--- src/rtl/alu_seq_ctrl_pkg.sv ---
// alu_pkg: shared widths, opcode set, button bit map and FSM state codes
// for the ALU load sequencer.
package alu_pkg;

    localparam int NB_DATA_DEF = 6;
    localparam int NB_OP_DEF   = 6;
    localparam int NB_BTN_DEF  = 3;

    // Button bit positions inside the button vector
    localparam int BTN_A  = 2;
    localparam int BTN_B  = 1;
    localparam int BTN_OP = 0;

    // Opcodes understood by the ALU datapath
    localparam logic [5:0] OP_ADD = 6'b100000;
    localparam logic [5:0] OP_SUB = 6'b100010;
    localparam logic [5:0] OP_AND = 6'b100100;
    localparam logic [5:0] OP_OR  = 6'b100101;
    localparam logic [5:0] OP_XOR = 6'b100110;
    localparam logic [5:0] OP_NOR = 6'b100111;
    localparam logic [5:0] OP_SRA = 6'b000011;
    localparam logic [5:0] OP_SRL = 6'b000010;

    // Sequencer states
    localparam logic [2:0] ST_IDLE   = 3'd0;
    localparam logic [2:0] ST_HAVE_A = 3'd1;
    localparam logic [2:0] ST_HAVE_B = 3'd2;
    localparam logic [2:0] ST_EXEC   = 3'd3;
    localparam logic [2:0] ST_SHOW   = 3'd4;

    // Opcode legality; the caller zero-extends to 32 bits so any opcode
    // width compares exactly (stray high bits make it illegal).
    function automatic logic op_is_legal(input logic [31:0] op);
        return (op == 32'(OP_ADD)) || (op == 32'(OP_SUB)) ||
               (op == 32'(OP_AND)) || (op == 32'(OP_OR))  ||
               (op == 32'(OP_XOR)) || (op == 32'(OP_NOR)) ||
               (op == 32'(OP_SRA)) || (op == 32'(OP_SRL));
    endfunction

endpackage

--- src/rtl/alu_seq_ctrl_if.sv ---
// alu_seq_ctrl_if: switch/button inputs, ALU result and the registered
// operand/LED outputs of the sequencer. slave = sequencer side.
interface alu_seq_ctrl_if
    import alu_pkg::*;
#(
    parameter int NB_DATA = NB_DATA_DEF,
    parameter int NB_OP   = NB_OP_DEF,
    parameter int NB_BTN  = NB_BTN_DEF
);
    logic [NB_DATA-1:0] i_SWs;
    logic [NB_BTN-1:0]  i_buttons;
    logic [NB_DATA-1:0] i_alu_result;
    logic [NB_DATA-1:0] o_alu_a;
    logic [NB_DATA-1:0] o_alu_b;
    logic [NB_OP-1:0]   o_alu_op;
    logic [NB_DATA-1:0] o_led;
    logic               o_valid;
    logic               o_busy;
    logic               o_err;

    modport slave (
        input  i_SWs, i_buttons, i_alu_result,
        output o_alu_a, o_alu_b, o_alu_op, o_led, o_valid, o_busy, o_err
    );

    modport master (
        output i_SWs, i_buttons, i_alu_result,
        input  o_alu_a, o_alu_b, o_alu_op, o_led, o_valid, o_busy, o_err
    );
endinterface

--- src/rtl/alu_seq_ctrl_btn_edge_sync.sv ---
// btn_edge_sync: 2-FF synchroniser per raw button plus a previous-value
// flop; emits a one-cycle pulse on each synchronised rising edge, so a held
// button yields exactly one pulse.
module btn_edge_sync #(
    parameter int NB_BTN = 3
) (
    input  logic              clock,
    input  logic              reset,
    input  logic [NB_BTN-1:0] i_btn,
    output logic [NB_BTN-1:0] o_pulse
);
    logic [NB_BTN-1:0] sync1, sync2, prev;

    // Metastability chain and edge-history flop
    always_ff @(posedge clock or negedge reset) begin
        if (!reset) begin
            sync1 <= '0;
            sync2 <= '0;
            prev  <= '0;
        end else begin
            sync1 <= i_btn;
            sync2 <= sync1;
            prev  <= sync2;
        end
    end

    assign o_pulse = sync2 & ~prev;
endmodule

--- src/rtl/alu_seq_ctrl.sv ---
// alu_seq_ctrl: button-driven A -> B -> OP load sequencer in front of the
// combinational ALU. Result is captured one edge after the opcode load and
// held on the LEDs. Optional macro ALU_OPCHECK_EN rejects unknown opcodes.
module alu_seq_ctrl
    import alu_pkg::*;
#(
    parameter int NB_DATA = NB_DATA_DEF,
    parameter int NB_OP   = NB_OP_DEF,
    parameter int NB_BTN  = NB_BTN_DEF
) (
    input  logic          clock,
    input  logic          reset,
    alu_seq_ctrl_if.slave bus
);
    logic [NB_BTN-1:0]  pulse;
    logic               p_a, p_b, p_op, p_multi, op_legal;
    logic [NB_OP-1:0]   sw_op;
    logic [2:0]         state;
    logic [NB_DATA-1:0] a_q, b_q, led_q;
    logic [NB_OP-1:0]   op_q;
    logic               valid_q, err_q;

    btn_edge_sync #(.NB_BTN(NB_BTN)) u_sync (
        .clock   (clock),
        .reset   (reset),
        .i_btn   (bus.i_buttons),
        .o_pulse (pulse)
    );

    assign p_a     = pulse[BTN_A];
    assign p_b     = pulse[BTN_B];
    assign p_op    = pulse[BTN_OP];
    // More than one bit set: clearing the lowest set bit leaves something
    assign p_multi = |(pulse & (pulse - NB_BTN'(1)));

    // Opcode comes from the low switch bits, zero-extended if wider
    generate
        if (NB_OP <= NB_DATA) begin : g_op_trunc
            assign sw_op = bus.i_SWs[NB_OP-1:0];
        end else begin : g_op_zext
            assign sw_op = {{(NB_OP-NB_DATA){1'b0}}, bus.i_SWs};
        end
    endgenerate

`ifdef ALU_OPCHECK_EN
    assign op_legal = op_is_legal(32'(sw_op));
`else
    assign op_legal = 1'b1;
`endif

    // Load sequencer: operand/opcode registers, result capture and flags
    always_ff @(posedge clock or negedge reset) begin
        if (!reset) begin
            state   <= ST_IDLE;
            a_q     <= '0;
            b_q     <= '0;
            op_q    <= '0;
            led_q   <= '0;
            valid_q <= 1'b0;
            err_q   <= 1'b0;
        end else if (state == ST_EXEC) begin
            // Single execute cycle; any pulse here is dropped silently
            led_q   <= bus.i_alu_result;
            valid_q <= 1'b1;
            state   <= ST_SHOW;
        end else if (p_multi) begin
            err_q <= 1'b1;
        end else begin
            case (state)
                ST_IDLE: begin
                    if (p_a) begin
                        a_q   <= bus.i_SWs;
                        state <= ST_HAVE_A;
                    end else if (p_b || p_op) begin
                        err_q <= 1'b1;
                    end
                end
                ST_HAVE_A: begin
                    if (p_a) begin
                        a_q <= bus.i_SWs;
                    end else if (p_b) begin
                        b_q   <= bus.i_SWs;
                        state <= ST_HAVE_B;
                    end else if (p_op) begin
                        err_q <= 1'b1;
                    end
                end
                ST_HAVE_B: begin
                    if (p_a) begin
                        a_q   <= bus.i_SWs;
                        state <= ST_HAVE_A;
                    end else if (p_b) begin
                        b_q <= bus.i_SWs;
                    end else if (p_op) begin
                        if (op_legal) begin
                            op_q  <= sw_op;
                            state <= ST_EXEC;
                        end else begin
                            err_q <= 1'b1;
                        end
                    end
                end
                ST_SHOW: begin
                    // Any accepted load invalidates the shown result
                    if (p_a) begin
                        a_q     <= bus.i_SWs;
                        valid_q <= 1'b0;
                        state   <= ST_HAVE_A;
                    end else if (p_b) begin
                        b_q     <= bus.i_SWs;
                        valid_q <= 1'b0;
                        state   <= ST_EXEC;
                    end else if (p_op) begin
                        if (op_legal) begin
                            op_q    <= sw_op;
                            valid_q <= 1'b0;
                            state   <= ST_EXEC;
                        end else begin
                            err_q <= 1'b1;
                        end
                    end
                end
                default: state <= ST_IDLE;
            endcase
        end
    end

    assign bus.o_alu_a  = a_q;
    assign bus.o_alu_b  = b_q;
    assign bus.o_alu_op = op_q;
    assign bus.o_led    = led_q;
    assign bus.o_valid  = valid_q;
    assign bus.o_busy   = (state == ST_EXEC);
    assign bus.o_err    = err_q;
endmodule
--- src/flat_wrapper.sv ---
// flat-port wrapper written by rule: the top's interface ports become plain ports
module alu_seq_ctrl_flat import alu_pkg::*;
#(
    parameter int NB_DATA = NB_DATA_DEF,
    parameter int NB_OP   = NB_OP_DEF,
    parameter int NB_BTN  = NB_BTN_DEF
)
  (clock, reset, bus_i_SWs, bus_i_buttons, bus_i_alu_result, bus_o_alu_a, bus_o_alu_b, bus_o_alu_op, bus_o_led, bus_o_valid, bus_o_busy, bus_o_err);
  alu_seq_ctrl_if #(.NB_DATA(NB_DATA), .NB_OP(NB_OP), .NB_BTN(NB_BTN)) bus_i ();
  input  logic clock;
  input  logic reset;
  input wire logic [$bits(bus_i.i_SWs)-1:0] bus_i_SWs;
  input wire logic [$bits(bus_i.i_buttons)-1:0] bus_i_buttons;
  input wire logic [$bits(bus_i.i_alu_result)-1:0] bus_i_alu_result;
  output wire logic [$bits(bus_i.o_alu_a)-1:0] bus_o_alu_a;
  output wire logic [$bits(bus_i.o_alu_b)-1:0] bus_o_alu_b;
  output wire logic [$bits(bus_i.o_alu_op)-1:0] bus_o_alu_op;
  output wire logic [$bits(bus_i.o_led)-1:0] bus_o_led;
  output wire logic [$bits(bus_i.o_valid)-1:0] bus_o_valid;
  output wire logic [$bits(bus_i.o_busy)-1:0] bus_o_busy;
  output wire logic [$bits(bus_i.o_err)-1:0] bus_o_err;
  assign bus_i.i_SWs = bus_i_SWs;
  assign bus_i.i_buttons = bus_i_buttons;
  assign bus_i.i_alu_result = bus_i_alu_result;
  assign bus_o_alu_a = bus_i.o_alu_a;
  assign bus_o_alu_b = bus_i.o_alu_b;
  assign bus_o_alu_op = bus_i.o_alu_op;
  assign bus_o_led = bus_i.o_led;
  assign bus_o_valid = bus_i.o_valid;
  assign bus_o_busy = bus_i.o_busy;
  assign bus_o_err = bus_i.o_err;
  alu_seq_ctrl #(.NB_DATA(NB_DATA), .NB_OP(NB_OP), .NB_BTN(NB_BTN)) u_core (.clock(clock), .reset(reset), .bus(bus_i));
endmodule
--- config.mk ---
export PLATFORM = sky130hd
export DESIGN_NAME = alu_seq_ctrl_flat
export DESIGN_NICKNAME = d
export VERILOG_FILES = /design/src/rtl/alu_seq_ctrl_pkg.sv /design/src/rtl/alu_seq_ctrl_if.sv /design/src/rtl/alu_seq_ctrl_btn_edge_sync.sv /design/src/rtl/alu_seq_ctrl.sv /design/src/flat_wrapper.sv
export SDC_FILE = /design/constraint.sdc
export NUM_CORES = 1
export LEC_CHECK = 0
export CORE_UTILIZATION = 35
export DETAILED_ROUTE_END_ITERATION = 7
export PLACE_DENSITY = 0.65
export SLEW_MARGIN = 20
export SYNTH_ARGS = -nofsm -noshare
export SYNTH_HDL_FRONTEND = slang
export SYNTH_HIERARCHICAL = 1
export SYNTH_SLANG_ARGS = --single-unit
--- constraint.sdc ---
create_clock -name clock -period 1.63 [get_ports clock]
set_clock_uncertainty 0.1 [all_clocks]
set_input_delay 0.326 -clock clock [delete_from_list [all_inputs] [get_ports clock]]
set_output_delay 0.326 -clock clock [all_outputs]
set_load 0.01 [all_outputs]
## After elaboration in Yosys (flattened, before gate mapping)

Cells that the tools add are included.

| storage, ports and cells | value |
|---|---|
| flip-flop bits (word level) | 38 |
| latch bits | 0 |
| bits in writable memories | 0 |
| ROM bits | 0 |
| input port bits | 17 |
| output and inout bits | 27 |
| word-level logic and storage cells | 71 |
| memories kept | 0 |

| operators by class | value |
|---|---|
| add/sub/neg operators | 1 |
| multiply operators | 0 |
| divide/modulo/power cells | 0 |
| $lt $le $gt $ge | 0 |
| eq/ne operators | 14 |
| shift operators | 0 |
| mux-type cells | 24 |
| bitwise logic cells | 7 |
| reduce and logical (&&, ||, !) cells | 15 |

Operator list:

| operator | number |
|---|---|
| two-way mux 3 bit | 10 |
| two-way mux 1 bit | 12 |
| != test 3 bit, second input constant | 4 |
| case mux 3 bit (4 select lines) | 1 |
| AND reduction 5 bit | 2 |
| AND reduction 7 bit | 1 |
| AND 3 bit | 2 |
| equality test 3 x 2 -> 1 bit, second input constant | 2 |
| != test 3 x 1 -> 1 bit, second input constant | 2 |
| != test 3 x 2 -> 1 bit, second input constant | 2 |
| AND reduction 6 bit | 1 |
| OR reduction 3 bit | 2 |
| != test 4 x 3 -> 1 bit, second input constant | 1 |
| inverter 1 bit | 4 |
| AND reduction 4 bit | 1 |
| nonzero test 4 bit | 1 |
| OR reduction 4 bit | 1 |
| equality test 3 x 1 -> 1 bit, second input constant | 1 |
| equality test 3 bit, second input constant | 1 |
| logical NOT 3 bit | 1 |
| inverter 3 bit | 1 |
| AND reduction 3 bit | 1 |
| nonzero test 3 bit | 1 |
| subtractor 3 x 1 -> 3 bit, second input constant | 1 |
| 5 further kinds | 5 |

## Depth between registers and ports, before layout

| logic depth | value |
|---|---|
| depth in word-level cells | 8 |
| mapped depth | 6 |

## Cells and area by module

The synthesis kept the hierarchy.

By module, submodules not included:

| module | instances | cells an instance | area an instance (um^2) |
|---|---|---|---|
| alu_seq_ctrl | 1 | 106 | 1315.0 |
| btn_edge_sync | 1 | 12 | 266.5 |

## Least setup slack after synthesis

Ideal clock, no wire load.

| timing path | value |
|---|---|
| path type | reg2reg |
| start point | reg u_core.u_sync.sync2[1] |
| end point | reg u_core.state[0] |
| library setup time | 0.082 ns |
| arrival | 1.521 ns |
| setup slack | -0.073 ns |
| cell stages (with the launch flop) | 6 |
| path buffers | 1 |
| clock period less this slack | 1.703 ns |
| cell sequence | dfrtp_1 nor2b_4 buf_6 maj3_2 or4_1 a22oi_2 |

| on the way | value |
|---|---|
| word-level cells in the longest chain between the ends | 6 |

RTL lines:

| element | line | RTL |
|---|---|---|
| start: declaration | alu_seq_ctrl_btn_edge_sync.sv:12 | `logic [NB_BTN-1:0] sync1, sync2, prev;` |
| start signal: assignment | alu_seq_ctrl_btn_edge_sync.sv:22 | `sync2 <= sync1;` |
| AND 3 bit (*) | alu_seq_ctrl_btn_edge_sync.sv:27 | `assign o_pulse = sync2 & ~prev;` |
| named net u_core.pulse[1] | alu_seq_ctrl.sv:15 | `logic [NB_BTN-1:0] pulse;` |
| subtractor 3 x 1 -> 3 bit or two-way mux 3 bit (tied branches) | alu_seq_ctrl.sv:34, alu_seq_ctrl.sv:109 |  |
| AND 3 bit or two-way mux 3 bit (tied branches) | alu_seq_ctrl.sv:34, alu_seq_ctrl.sv:105 |  |
| OR reduction 3 bit or case mux 3 bit (4 select lines) (tied branches) | alu_seq_ctrl.sv:34, alu_seq_ctrl.sv:69 |  |
| != test 2 bit (no source line) or two-way mux 3 bit (tied branches) | n/a |  |
| AND reduction 5 bit (no source line) or two-way mux 3 bit (tied branches) | n/a |  |
| end signal: assignment | alu_seq_ctrl.sv:54 | `state <= ST_IDLE;` |
| end signal: assignment | alu_seq_ctrl.sv:65 | `state <= ST_SHOW;` |
| end signal: assignment | alu_seq_ctrl.sv:73 | `state <= ST_HAVE_A;` |
| end: declaration | alu_seq_ctrl.sv:18 | `logic [2:0] state;` |

The timed path passes the listed nets; every way through them passes the cells marked *. The select of a mux whose other input is x is not followed.
A chain may end at the register's enable or synchronous reset.

## Final worst setup path

| timing path | value |
|---|---|
| start point | reg u_core.state[2] |
| end point | reg u_core.state[0] |

| on the way | value |
|---|---|
| word-level cells in the longest chain between the ends | 4 |

RTL lines:

| element | line | RTL |
|---|---|---|
| equality test 3 bit, or another cell as far along | alu_seq_ctrl.sv:69 | `case (state)` |
| case mux 3 bit (4 select lines) | alu_seq_ctrl.sv:69 |  |
| two-way mux 3 bit | alu_seq_ctrl.sv:66 | `end else if (p_multi) begin` |
| two-way mux 3 bit | alu_seq_ctrl.sv:61 | `end else if (state == ST_EXEC) begin` |

Several ways; a longest one is shown, not always the timed one. The select of a mux whose other input is x is not followed.

==> summary.txt <==
Status -> complete, but fails checks
Failing checks -> setup timing
Cell mode on critical path -> buf_4
Max-slew violation count -> 0
First-pass GRT wire length -> 5.478 mm
Vias -> 1196
Max-cap violations -> 0
Fin area -> 2427 µm²
Finished Core Util -> 55.75%
Antenna violations before repair -> 0
Critical path, cell by cell -> buf_6 -> buf_4 -> buf_4 -> a21oi_1 -> or4_1 -> a22oi_2
Final critical-path required period -> 1.650 ns
Final non-filler cell total -> 233
Max transition margin -> 68.12%
Iteration count of the initial detailed-routing pass -> 4
Post-Synthesis Cells -> 118
Final Cycle Share -> 101.2%
Synth warnings -> 6
Pre-CTS setup slack -> -0.001008 ns
Post-synth EDFFs -> 0
CP delay by family, top -> simple AND/OR/NAND/NOR gates
Final Hold Viols -> 0
Most common cell in the netlist -> dfrtp_1
Clk sink count -> 38
Pwr per Cell Area -> 1760 nW/µm²
RSZ-0062 raised after global routing -> true
Global-route usage over all layers -> 14.50%
Min-Delay Path Class -> reg2reg
Yosys reg bits -> 38
PortBufs -> 43
Post-synth cell types -> 27
Critical path class -> reg2reg
Layout cells sized above 1 -> 35.91%
Antenna diodes -> 0
Synth top area share -> 60.13%
Wire per inst -> 14.83 µm
Final worst setup slack -> -0.01971 ns
Syn avg cell area -> 13.40 µm²
Top post-synthesis cells by count -> dfrtp_1, mux2_2, nor2_1
DR iter-0 viols -> 50
DRC violations left -> 0
Seq/Total Area, Yosys -> 60.13%
Setup crit end kind -> flip-flop
CP required -> 1.74 ns
Fmax -> 606.2 MHz
Initial Util -> 36.32%
CTS root buf -> clkbuf_8
Die Area -> 4791 µm²
Antenna viol nets, final -> 0
Worst path bufs/invs -> 3
Chip height -> 69.22 µm
Worst-path maximum fanout -> 5
Final GP Congestion -> 0.8066
Nets -> 197
Placeable core area -> 4354 µm²
CTS H-tree depth -> 2
Syn nets -> 135
CP max stage delay -> 0.51 ns
Cell taking the most area after synthesis -> dfrtp_1
Largest cells by area after synthesis -> dfrtp_1, mux2_2, nor2b_4, nand3_1, nor2_1
Placed insts -> 217
Maximum clock path buffer count -> 2
Die Width -> 69.22 µm
CP max stage cell -> or4_1
Via density -> 5.133
Synthesized area -> 1582 µm²
Clk Latency, worst-skew pair -> 0.28 ns
CTS tree -> yes
GRT Residual Overflow -> 0
I/O pins -> 44
Final WL -> 3.456 mm
Num CTS Buffers -> 5
Vias in the first global route -> 1141
Detail Placement HPWL -> 2.191 mm
Pin count of the biggest net entering global routing -> 39
Final Setup Violations -> 3
Cell area after placement -> 2123 µm²
Clock transition at the registers of the reported paths -> 0.07 ns
Worst Tran Pin Value -> 0.4782 ns
Peak supply drop -> 0.0007910 V
Asr flop ratio synth -> 100.0%
LEAKAGE -> 1.177 nW
CP arrival -> 1.76 ns
Row cnt -> 24
Crit path launch type -> flip-flop
Layout overhead on the synthesized area -> 53.48%
Setup_tns -> -0.02794 ns
Synth Flop Type -> dfrtp_1
-- layout by cell type, fill, tap and decap left out, drive strengths merged, types with 4 or more instances in the layout --
master	instances
nand3	5
dlymetal6s2s	18
nor2b	5
clkdlybuf4s50	20
dfrtp	38
o21ai	4
nand2	5
mux2	24
buf	17
a21oi	4
clkbuf	7
nor2	6
-- report_power, final --
part	total [mW]	internal, mW	switching [mW]
clock	0.971	0.653	0.319
combinational	1.83	1.09	0.737
sequential	1.48	1.29	0.188
total	4.27	3.03	1.24
-- final timing paths --
kind	start	end	slack (ns)	depth (start not counted)
min in group asynchronous	reset	u_core/u_sync/sync1[1]	0.52	3
worst max-delay path	u_core/state[2]	u_core/state[0]	-0.02	6
worst min-delay path	u_core/u_sync/sync1[2]	u_core/u_sync/sync2[2]	0.25	0
worst min register to register	u_core/u_sync/sync1[2]	u_core/u_sync/sync2[2]	0.25	0
max in group asynchronous	reset	u_core/bus.o_led[2]	0.57	3
worst max register to register	u_core/state[2]	u_core/state[0]	-0.02	6
-- per-layer routing --
metal / wire length, µm / track usage (%) / vias to the layer above
li1: - / - / 545
met1: 1456 / 18.72 / 594
met2: 1741 / 22.87 / 52
met3: 237 / 5.669 / 5
met4: 21 / 3.628 / 0
met5: 0 / 0 / -
-- registers in the layout, summed over array words and instances, names as in the netlist --
name,cells
u_core/u_sync/sync2,3
u_core/bus.o_err,1
u_core/bus.o_alu_b,6
u_core/bus.o_alu_op,6
u_core/bus.o_valid,1
u_core/bus.o_alu_a,6
u_core/state,3
u_core/u_sync/prev,3
u_core/bus.o_led,6
u_core/u_sync/sync1,3
-- area by class of cell --
type                    count  area [µm²]
inverters                   3       11.26
clock inverters             2       60.06
clock buffers               6       82.58
fillers                   348        1927
flip-flops and latches     38       950.9
multi-input cells          72       640.6
repair buffers             60       616.8
well taps                  52       65.06
-- metrics by stage --
stage                     hold WS, ns  power [mW]
after floorplan              -0.06959       2.282
after global placement         0.2364       3.166
after global routing           0.2710       4.519
after detailed placement       0.2418       3.225
final                          0.2522       4.273
after CTS                      0.2586       4.216
-- what timing repair did --
action | CTS | global route
resized for setup | 8 | 31
hold endpoints to repair | 38 | 0
pin swaps | 0 | 1
setup endpoints to repair | 6 | 40
hold buffers | 1 | 0
buffers inserted | 0 | 5
cloned | 0 | 2
-- logic make-up after synthesis --
family,after synthesis,synth area share [%]
adders and majority gates,1,0.7120
DFF,38,60.13
buffers and inverters,9,3.165
and+or+nand+nor,28,10.21
muxes,24,17.09
xor gates and xnor gates,1,0.5539
AOI/OAI and AO/OA,17,8.149
Power figures use the tool's default switching activity.
==> RTL edit 1 (same flow settings) <==
The package constant `NB_BTN_DEF` goes from 3 to 6.
--- a/src/rtl/alu_seq_ctrl_pkg.sv
+++ b/src/rtl/alu_seq_ctrl_pkg.sv
@@ -5,5 +5,5 @@
     localparam int NB_DATA_DEF = 6;
     localparam int NB_OP_DEF   = 6;
-    localparam int NB_BTN_DEF  = 3;
+    localparam int NB_BTN_DEF  = 6;
 
     // Button bit positions inside the button vector
Interface: changed (resized bus_i_buttons); port bits go from 44 to 47. The function was not compared with the original's and may differ.
==> RTL edit 1 against the unedited design <==
The flow still finishes with violations (negative setup slack); critical path type unchanged; sequential cell count rose by 9; die area rose by 18%; synthesized area increased by 18%; final area increased by 21%; routed wire length grew 16%; global-route usage up 1.9 points; sequential share of layout area is 0.86 points higher; total power increased by 2.5%; combinational power grew 8%; hold slack better by 3.5 ps; fmax fell by 19%; worst setup slack lost 400 ps.
==> RTL edit 1: results (changes against the unedited design) <==
| Metric | Value |
|---|---|
| Via count | `1325 (+11%)` |
| Clock buffer count | `5 (-1)` |
| Clock buf/inv share | `2.98% (-2.9 points)` |
| Fraction of layout cells with a size suffix above 1 | `43.5% (+7.5 points)` |
| Routing usage on met3 | `3.35% (-2.3 points)` |
| Min-Delay Endpoint | `u_core/u_sync/sync2[5]` |
| Status | `finished, violations left` |
| Mux cell area share after synthesis | `15.0% (-2.1 points)` |
| Internal | `2980 µW (-1.5%)` |
| Worst R2R Setup Slack | `-420 ps (-400 ps)` |
| P_leak | `0.00138 µW (+17%)` |
| Tap Count | `70 (+35%)` |
| Multi-input combinational area share | `27.3% (+0.87 points)` |
| Synth Area in Compound Gates | `6.56% (-1.6 points)` |
| Slowest CP cell | `dfrtp_1` |
| GP Congestion | `0.936 (+16%)` |
| Total wire length | `4010 µm (+16%)` |
| Setup WS post-layout | `-417 ps (-397 ps)` |
| Core Util, Final | `57.2% (+1.4 points)` |
| Largest net degree at the start of global routing | `48 (+23%)` |
| Failing checks | `negative setup slack` |
| Critical path arrival | `2130 ps (+370 ps)` |
| Synth Net Count | `151 (+12%)` |
| Unique masters post-synth | `34 (+26%)` |
| Synth top cells by count | `47 x dfrtp_1, 24 x mux2_2, 6 x nor2b_4` |
| Grt met1 use | `22.2% (+3.4 points)` |
| Maximum VDD drop | `0.816 mV (+3.2%)` |
| Drt first-iter violations | `126 (+150%)` |
| CTS Sinks | `47 (+24%)` |
| First-pass GRT wire length | `6860 µm (+25%)` |
| Drt pass-1 iters | `3 (-1)` |
| Non-clk buf share | `26.4% (+0.95 points)` |
| Buffers on Ports | `46 (+7.0%)` |
| Worst-path maximum fanout | `6 (+1)` |
| Final setup viols | `23 (+20)` |
| Sequential fraction of the synthesis area | `62.9% (+2.8 points)` |
| Met2 GRT Util | `25.9% (+3.1 points)` |
| Multi-input comb cells | `76 (+5.6%)` |
RTL edit 1: cell types whose count changed after synthesis, moves of 2 or more:
cell,change
dfrtp_1,+9
or3_1,+3
nand3_1,-4
o21ai_0,-2
nor2b_4,+3
o31a_1,-2
nor2_1,-4
o22ai_1,+2
RTL edit 1: per-layer routing:
layer,part of all wire [%],wire length (µm)
met5,0,0
met3,2.7,109
met4,2.2,88
met2,52,2080
met1,43,1730
RTL edit 1: metrics by stage:
step	TNS (ps)	setup slack, ps	hold WS [ps]	instances	instance area [µm²]
2_1_floorplan	-4130	-416	-69.6	131	1890
3_3_place_gp	-6300	-456	220	264	2580
3_5_place_dp	-7410	-502	229	264	2580
4_1_cts	-5580	-457	261	281	2850
5_1_grt	-7300	-502	265	284	2940
6_report	-5330	-417	256	284	2940
RTL edit 1: power groups by stage:
stage	Combinational, µW	Clock, µW	Sequential, µW
finish	1970	684	1730
global route	2130	755	1780
global placement	1740	0	1730
CTS	1900	711	1730
detailed placement	1800	0	1760
floorplan	679	0	1870
RTL edit 1: timing repair:
action,in CTS,in global routing
pin swaps,13,5
hold buffers,1,0
endpoints found under the setup margin,38,36
resized for setup,43,23
hold endpoints to repair,47,0
buffers inserted,8,5
RTL edit 1: kinds of logic after synthesis:
| logic type | after synthesis |
|---|---|
| DFF | 47 |
| buffers and inverters | 8 |
| AOI/OAI and AO/OA | 18 |
| and+or+nand+nor | 31 |
| muxes | 25 |
| adders and majority gates | 1 |
| xor gates and xnor gates | 1 |
==> RTL edit 2 (same flow settings) <==
Without the edit above. Make the reset (`reset`) synchronous in 2 clocked blocks.
--- a/src/rtl/alu_seq_ctrl_btn_edge_sync.sv
+++ b/src/rtl/alu_seq_ctrl_btn_edge_sync.sv
@@ -13,5 +13,5 @@
 
     // Metastability chain and edge-history flop
-    always_ff @(posedge clock or negedge reset) begin
+    always_ff @(posedge clock) begin
         if (!reset) begin
             sync1 <= '0;
--- a/src/rtl/alu_seq_ctrl.sv
+++ b/src/rtl/alu_seq_ctrl.sv
@@ -50,5 +50,5 @@
 
     // Load sequencer: operand/opcode registers, result capture and flags
-    always_ff @(posedge clock or negedge reset) begin
+    always_ff @(posedge clock) begin
         if (!reset) begin
             state   <= ST_IDLE;
Formal check against the unedited RTL: differs if reset is asserted again (counterexample within 4 cycles, from zero or initial values and one cycle with reset low); with reset held inactive, the same outputs for 10 cycles.
==> RTL edit 2 against the unedited design <==
Routed wire length is 7.5% lower; synthesized area is 2.2% lower; worst setup slack better by 59 ps; final area decreased by 8.9%; sequential cell count unchanged; synthesized cell count rose by 41%; largest cell class unchanged.
Power is not compared: it rests on default switching activity, and its combinational part moved more than twofold at a synthesized area within 25%.
==> RTL edit 2: results (changes against the unedited design) <==
| Metric | Value |
|---|---|
| Status | `complete, no violations` |
| Slowest CP cell | `clkdlybuf4s50_1` |
| Post-CTS resize count | `2 (-6)` |
| Delay-heaviest family, CP | `buffers and inverters` |
| Worst R2R Setup Slack | `40 ps (+60 ps)` |
| Vias per inst | `4.74 (-7.6%)` |
| Synth area leaders | `dfxtp_1 49%, mux2i_1 7.8%, nand2_1 6.6%` |
| GP Congestion | `0.803 (-0.43%)` |
| Minimum clock period after layout | `1590 ps (-59.4 ps)` |
| Total track usage | `16.0% (+1.5 points)` |
| Crit path launch | `u_core/bus.o_led[5]` |
| Drt first-iter violations | `53 (+6.0%)` |
| Post-place setup slack | `23.5 ps (+24.5 ps)` |
| FF-to-FF path depth | `5 (-1)` |
| Sequential fraction of the synthesis area | `49.2% (-11 points)` |
| Reg2reg start | `u_core/state[2]` |
| Synth top cells by count | `38 x dfxtp_1, 27 x nand2_1, 12 x mux2i_1` |
| Number of global-route vias before repair | `1239 (+8.6%)` |
| Crit path capture | `bus_o_led[5]` |
| Largest net degree at the start of global routing | `44 (+13%)` |
| Fraction of registers with async set/reset | `0% (-100 points)` |
| Delay of the slowest critical-path stage | `540 ps (+30 ps)` |
| Synth Net Count | `183 (+36%)` |
| # nets final | `232 (+18%)` |
| Worst hold path cell count | `1 (+1)` |
| Post-DP HPWL | `2240 µm (+2.3%)` |
| Worst R2R End | `u_core/bus.o_alu_b[5]` |
| Unique masters post-synth | `39 (+44%)` |
| Routed wire per std cell | `12.0 µm (-19%)` |
[RTL edit 2: cell count changes after synthesis, moves of 7 or more]
cell | before | now
a21boi_0 | 0 | 7
and2_1 | 0 | 9
dfrtp_1 | 38 | 0
dfxtp_1 | 0 | 38
mux2_2 | 24 | 0
mux2i_1 | 0 | 12
nand2_1 | 5 | 27
nor2b_1 | 1 | 10
[RTL edit 2: routing by layer]
layer	track usage [%]	share of wire (%)	vias to the layer above
li1	-	-	651
met1	18.0	45	574
met2	25.7	48	31
met3	5.17	4.6	6
met4	10.7	2.8	0
met5	0	0	-
[RTL edit 2: cell families after synthesis]
logic type                 after synthesis  synth area share [%]
DFF                                     38                  49.2
and+or+nand+nor                         66                  22.1
adders and majority gates                1                 0.647
AOI/OAI and AO/OA                       32                  13.7
buffers and inverters                   14                  4.45
xor gates and xnor gates                 3                  2.18
muxes                                   12                  7.77
[RTL edit 2: layout make-up]
type | count | area (µm²)
Fill cell | 368 | 1900
Sequential cell | 38 | 761
Multi-Input combinational cell | 114 | 736
Timing Repair Buffer | 54 | 553
Clock buffer | 7 | 86.3
Tap cell | 50 | 62.6
Inverter | 2 | 7.51
Clock inverter | 1 | 5.00
[RTL edit 2: power groups by stage]
stage	Combinational, µW	Sequential (µW)	Clock [µW]
2_1_floorplan	71.6	977	0
3_3_place_gp	151	975	0
3_5_place_dp	154	975	0
4_1_cts	155	954	675
5_1_grt	171	955	713
6_report	155	954	647
[RTL edit 2: metrics by stage]
step	utilization [%]	TNS (ps)	hold WS (ps)	std cells	instance area [µm²]
global placement	50.4	0	313	258	2070
global route	53.7	-196	359	266	2210
detailed placement	50.4	0	319	258	2070
floorplan	-	0	306	166	1550
CTS	52.6	0	336	266	2170
finish	53.7	0	333	266	2210
